## src/rtl/uart_colour_rx.sv

```systemverilog
// rtl/uart_colour_rx.sv - UART 8N1 receiver delivering colour bytes to the WS2812 driver
// A one-deep holding register lets a byte wait for the driver while the next one arrives.
module uart_colour_rx #(
  parameter int CLKS_PER_BIT = 1154
) (
  input  logic       Clock,
  input  logic       Reset,
  input  logic       i_Rx,
  input  logic       i_Ready,
  output logic       o_Start,
  output logic [7:0] o_Colour,
  output logic       o_FrameErr,
  output logic       o_Overrun,
  output logic       o_Busy
);

  localparam logic [15:0] HALF_M1 = 16'(CLKS_PER_BIT / 2 - 1);
  localparam logic [15:0] FULL_M1 = 16'(CLKS_PER_BIT - 1);

  typedef enum logic [2:0] {S_IDLE, S_START, S_DATA, S_STOP, S_BREAK} state_t;

  state_t      state;
  state_t      state_nxt;
  logic        rx_m;
  logic        rx_s;
  logic [15:0] cnt;
  logic [2:0]  bit_idx;
  logic [7:0]  shift;
  logic [7:0]  hold_reg;
  logic        pending;
  logic        half_hit;
  logic        full_hit;
  logic        byte_ok;
  logic        frame_bad;
  logic        busy;
  logic        consume;

  always_ff @(posedge Clock or posedge Reset) begin
    if (Reset) begin
      rx_m <= 1'b1;
      rx_s <= 1'b1;
    end else begin
      rx_m <= i_Rx;
      rx_s <= rx_m;
    end
  end

  assign half_hit = (cnt == HALF_M1);
  assign full_hit = (cnt == FULL_M1);

  always_ff @(posedge Clock or posedge Reset) begin
    if (Reset) state <= S_IDLE;
    else       state <= state_nxt;
  end

  always_comb begin
    state_nxt = state;
    case (state)
      S_IDLE:  if (!rx_s) state_nxt = S_START;
      S_START: if (half_hit) state_nxt = rx_s ? S_IDLE : S_DATA;
      S_DATA:  if (full_hit && bit_idx == 3'd7) state_nxt = S_STOP;
      S_STOP:  if (full_hit) state_nxt = rx_s ? S_IDLE : S_BREAK;
      S_BREAK: if (rx_s) state_nxt = S_IDLE;
      default: state_nxt = S_IDLE;
    endcase
  end

  always_comb begin
    busy      = (state != S_IDLE);
    byte_ok   = (state == S_STOP) && full_hit && rx_s;
    frame_bad = (state == S_STOP) && full_hit && !rx_s;
  end

  assign o_Busy = busy;

  // Bit timer restarts on each start edge so drift never accumulates across frames.
  always_ff @(posedge Clock or posedge Reset) begin
    if (Reset) begin
      cnt     <= 16'd0;
      bit_idx <= 3'd0;
      shift   <= 8'h00;
    end else begin
      case (state)
        S_START: cnt <= half_hit ? 16'd0 : cnt + 16'd1;
        S_DATA: begin
          if (full_hit) begin
            cnt     <= 16'd0;
            shift   <= {rx_s, shift[7:1]};
            bit_idx <= bit_idx + 3'd1;
          end else begin
            cnt <= cnt + 16'd1;
          end
        end
        S_STOP:  cnt <= full_hit ? 16'd0 : cnt + 16'd1;
        default: begin
          cnt     <= 16'd0;
          bit_idx <= 3'd0;
        end
      endcase
    end
  end

  assign consume = pending && i_Ready && !o_Start;

  // A byte arriving while the old one is handed off replaces it without overrun.
  always_ff @(posedge Clock or posedge Reset) begin
    if (Reset) begin
      hold_reg   <= 8'h00;
      pending    <= 1'b0;
      o_Start    <= 1'b0;
      o_Colour   <= 8'h00;
      o_FrameErr <= 1'b0;
      o_Overrun  <= 1'b0;
    end else begin
      o_Start    <= consume;
      o_FrameErr <= frame_bad;
      if (consume) o_Colour <= hold_reg;
      if (byte_ok && pending && !consume) begin
        o_Overrun <= 1'b1;
      end else if (byte_ok) begin
        hold_reg <= shift;
        pending  <= 1'b1;
      end else if (consume) begin
        pending <= 1'b0;
      end
    end
  end

endmodule

```

## config.mk

```make
export PLATFORM = sky130hd
export DESIGN_NAME = uart_colour_rx
export DESIGN_NICKNAME = d
export VERILOG_FILES = /design/src/rtl/uart_colour_rx.sv
export SDC_FILE = /design/constraint.sdc
export NUM_CORES = 1
export LEC_CHECK = 0
export BUFFER_PORTS_ARGS = -buffer_cell sky130_fd_sc_hd__buf_4
export CAP_MARGIN = 20
export CORE_ASPECT_RATIO = 1.5
export CORE_MARGIN = 8
export CORE_UTILIZATION = 36
export DETAILED_ROUTE_END_ITERATION = 12
export PLACE_DENSITY = 0.6
export SLEW_MARGIN = 20
export SYNTH_ARGS = -nofsm -noshare
export SYNTH_HDL_FRONTEND = slang
export SYNTH_SLANG_ARGS = --single-unit
```

## constraint.sdc

```tcl
create_clock -name Clock -period 3.1 [get_ports Clock]
set_input_delay 0.155 -clock Clock [delete_from_list [all_inputs] [get_ports Clock]]
set_output_delay 0.155 -clock Clock [all_outputs]
set_load 0.02 [all_outputs]
```

## Word level (Yosys, flattened, before mapping)

Cells that the tools add are included.

| word-level totals | value |
|---|---|
| register bits after elaboration | 52 |
| input bits | 4 |
| output and inout bits | 12 |
| logic and storage cells | 65 |

| cells by class | value |
|---|---|
| add/sub/neg operators | 2 |
| eq/ne operators | 13 |
| multiplexer cells | 15 |
| bitwise operators | 2 |
| reduce and logical (&&, ||, !) cells | 21 |

Operator list:

| cell | count |
|---|---|
| $mux 16 | 2 |
| $pmux 16 s2 | 1 |
| $mux 3 | 7 |
| $add 16x1->16 const B | 1 |
| $eq 16x10->1 const B | 1 |
| $eq 16x11->1 const B | 1 |
| $pmux 3 s5 | 1 |
| $ne 2x2->1 const B | 6 |
| $logic_and 1x1->1 | 8 |
| $reduce_and 2->1 | 4 |
| $eq 3x2->1 const B | 2 |
| $eq 3x3->1 const B | 2 |
| $pmux 3 s2 | 1 |
| $reduce_and 5->1 | 1 |
| $reduce_or 2->1 | 2 |
| $add 3x1->3 const B | 1 |
| $eq 3x1->1 const B | 1 |
| $logic_not 1->1 | 3 |
| $logic_not 3->1 | 1 |
| $reduce_bool 3->1 | 1 |
| $mux 1 | 2 |
| $mux 2 | 1 |
| $not 1->1 | 2 |
| $reduce_bool 2->1 | 1 |

## Depth between registers and ports, before layout

| depth | value |
|---|---|
| depth after elaboration | 7 |
| gate-level depth with buffers | 7 |
| gate-level depth less buffers | 6 |

## Worst setup path before layout

No wires, ideal clock.

| timing | value |
|---|---|
| kind | register to register |
| start point | register cnt[11] |
| end point | register shift[0] |
| arrival | 1667 ps |
| data required time | 2975 ps |
| setup slack | 1307 ps |
| stages on the path, launching flop included | 6 |
| path buffers | 1 |
| cells stage by stage | dfrtp_1 > nor4_4 > and3_2 > and4bb_1 > buf_6 > mux2_4 |

| on the way | value |
|---|---|
| longest elaborated chain between the ends | 2 |

Ends and longest elaborated chain:

| item | RTL line | RTL |
|---|---|---|
| from (decl) | 26 | `logic [15:0] cnt;` |
| from (signal assigned) | 84 | `S_START: cnt <= half_hit ? 16'd0 : cnt + 16'd1;` |
| from (signal assigned) | 91 | `cnt <= cnt + 16'd1;` |
| from (signal assigned) | 94 | `S_STOP: cnt <= full_hit ? 16'd0 : cnt + 16'd1;` |
| $eq 16x11->1 | 49 | `assign full_hit = (cnt == FULL_M1);` |
| $reduce_and 2->1 (no line) | -- |  |
| to (signal assigned) | 88 | `shift <= {rx_s, shift[7:1]};` |
| to (decl) | 28 | `logic [7:0] shift;` |

Every way passes these cells.
A chain may end at the register's enable or synchronous reset.

## Worst setup path after layout

| timing | value |
|---|---|
| start point | register cnt[11] |
| end point | register shift[2] |

Same word-level chain as after synthesis.

==> impl_metrics.env <==
export IMPL_status="complete, but fails checks"
export IMPL_violations="hold timing"
export IMPL_yosysUniqueCellTypes=45
export IMPL_io_buffers=15
export IMPL_vias=1564
export IMPL_wl_per_cell_um=13.7
export IMPL_tightest_slew_ns=0.867
export IMPL_crit_path_end_kind="flop"
export IMPL_cp_endpoint="shift[2]"
export IMPL_cts_sinks=52
export IMPL_hold_class="in2async"
export IMPL_rsz0062_at_grt="no"
export IMPL_cts_buffer_depth=2
export IMPL_drive_above_1_share_pct=21.3
export IMPL_layout_setup_ws_ns=1.01
export IMPL_grt_overflow_total=0
export IMPL_synth_main_ff_cell="dfrtp_1"
export IMPL_cts_tree="yes"
export IMPL_ys_top_cells_by_count="50 x dfrtp_1, 35 x nand2_1, 23 x nor2_1"
export IMPL_max_slew_margin_pct=42.1
export IMPL_synth_simple_area_share_pct=23.4
export IMPL_grt_pass1_vias=1561
export IMPL_rrSetupSlack_ns=1.01
export IMPL_max_vdd_ir_drop_v=0.000188
export IMPL_largest_register="cnt"
export IMPL_vias_per_cell=5.00
export IMPL_antenna_found_initial=0
export IMPL_cp_data_arrival_time_ns=2.28
export IMPL_antenna_left=0
export IMPL_seq_area_frac_synth_pct=53.1
export IMPL_cp_data_required_time_ns=3.30
export IMPL_synth_nets=228
export IMPL_cts_root_buf="clkbuf_8"
export IMPL_crit_fanout=8
export IMPL_dieArea_sq_mm=0.00977
export IMPL_cts_clk_slew_worst_paths_ns=0.10
export IMPL_rows=37
export IMPL_fin_crit_sh_pct=67.4
export IMPL_synthMostInstantiatedCell="dfrtp_1"
export IMPL_total_power_mw=1.17
export IMPL_muxShareOfSynthArea_pct=8.57
export IMPL_cp_start_kind="flop"
export IMPL_synth_cells=219
export IMPL_leakagePower_nw=1.30
export IMPL_start_util_pct=36.6
export IMPL_setup_violations=0
export IMPL_die_w_um=83.4
export IMPL_hpwl_um=3130
export IMPL_fin_hold_ws_ns=-0.000132
export IMPL_drt_iter0_markers=54
export IMPL_fin_crit_ns=2.09
export IMPL_gp_congestion=0.769
export IMPL_p_per_area_mw_per_mm2=427
export IMPL_ys_ff_latch=52
export IMPL_fillers=632
export IMPL_r2r_end="shift[2]"
export IMPL_critical_path_class="reg2reg"
export IMPL_clk_latency_ns=0.30
export IMPL_synth_top_family_by_area="simple AND/OR/NAND/NOR gates"
export IMPL_grt_pass1_wl_um=7410
export IMPL_slew_viol_final=0
export IMPL_preCtsSetupSlack_ns=1.01
export IMPL_final_nets=243
export IMPL_yosysTopAreaCellShare_pct=51.0
export IMPL_fmax_mhz=479
export IMPL_fp_dieH_um=117
export IMPL_setup_tns_ns=0
export IMPL_largest_reg_flops=16
export IMPL_async_reset_ff_share_pct=100
export IMPL_synth_area_leader_cell="dfrtp_1"
export IMPL_track_usage_pct=9.18
export IMPL_io_pins=16
export IMPL_coreArea_sq_mm=0.00671
export IMPL_synth_xor_area_share_pct=5.35
export IMPL_synth_compound_area_share_pct=3.67
export IMPL_firstDrtPassIters=4
export IMPL_clock_skew_ns=0.00691
export IMPL_synthAdderAreaFrac_pct=2.55
export IMPL_ctsResizeCount=0
export IMPL_drt_total_wl_um=4290
export IMPL_synth_area_sq_mm=0.00245
export IMPL_avgSynthCellArea_sq_um=11.2
export IMPL_antenna_cells=0
export IMPL_synth_area_leaders="dfrtp_1 51%, nand2_1 5.4%, mux2_4 4.9%, xnor2_1 4.3%, mux2_2 3.7%"
export IMPL_ff2ff_path_depth=4
export IMPL_hold_violations=1
export IMPL_area_growth_pct=11.6
export IMPL_synth_edf_count=0
export IMPL_maxCapViolCount=0
export IMPL_grt_start_max_net_pins=53
export IMPL_cts_buffers=5
export IMPL_drc=0
export IMPL_htreeDepth=2
export IMPL_ys_warn_count=0
export IMPL_crit_start="cnt[11]"
export IMPL_rr_startpoint="cnt[11]"
## report_power, final
| part | switching (mW) | total [mW] | internal, mW |
|---|---|---|---|
| logic | 0.0137 | 0.0175 | 0.00384 |
| registers | 0.00148 | 0.682 | 0.680 |
| clock network | 0.226 | 0.469 | 0.243 |
## worst max-delay path, cell delays in order, from the launching register on
cell	delay, ns
dfrtp_1	0.47
nor4_4	0.34
and3_2	0.28
and4bb_1	0.55
mux2_4	0.34
## stage by stage
step           instances  utilization (%)  hold slack, ns  area, sq um
6_report             313             40.8       -0.000132         2740
5_1_grt              313             40.8          0.0713         2740
4_1_cts              313             40.8           0.157         2740
3_5_place_dp         304             38.9           0.265         2610
3_3_place_gp         304             38.9           0.265         2610
2_1_floorplan        219                -           0.159         2450
## area by class of cell
type | instances | area [sq um] | share of cell area [%]
flip-flops and latches | 52 | 1300 | 47.6
inverters | 8 | 31.3 | 1.14
well taps | 78 | 97.6 | 3.56
repair buffers | 16 | 123 | 4.48
clock inverters | 3 | 46.3 | 1.69
clock buffers | 5 | 68.8 | 2.51
multi-input cells | 151 | 1070 | 39.0
## logic make-up after synthesis
logic type | Yosys count
AND/OR/NAND/NOR | 103
AO/OA/AOI/OAI | 12
multiplexers | 16
buffers and inverters | 16
adder cells (fa/ha/maj) | 5
flip-flops | 52
XOR/XNOR | 15
## routing by layer
layer	track usage [%]	vias to the layer above	part of all wire [%]
li1	-	779	-
met1	9.61	759	42
met2	17.0	19	52
met3	2.77	7	4.0
met4	3.18	0	1.4
met5	0	-	0
## layout by cell type (no fill, tap or decap), types with 4 or more instances in the layout
master | Yosys | routed
nor3_1 | 5 | 5
nand3_1 | 10 | 10
dfrtp_1 | 50 | 50
clkbuf_8 | 0 | 5
buf_4 | 1 | 15
xnor2_1 | 12 | 12
mux2_4 | 8 | 8
inv_1 | 7 | 6
nor2_1 | 23 | 23
mux2_2 | 8 | 8
ha_1 | 5 | 5
nand2_1 | 35 | 35
nor4_1 | 4 | 4
## timing repair
item / in CTS / in global routing
setup buffers: 0 / 0
hold buffers: 1 / 0
endpoints found under the setup margin: 0 / 0
endpoints found under the hold margin: 1 / 0
## how the worst min path moves through the flow
stage | startpoint | endpoint | cells after the start
floorplan | i_Rx | rx_m | 0
detailed placement | i_Rx | rx_m | 1
CTS | Reset | hold_reg[7] | 2
global route | Reset | cnt[15] | 2
finish | Reset | shift[7] | 2
global placement | i_Rx | rx_m | 1
No activity file was read; power rests on OpenSTA's default activity.
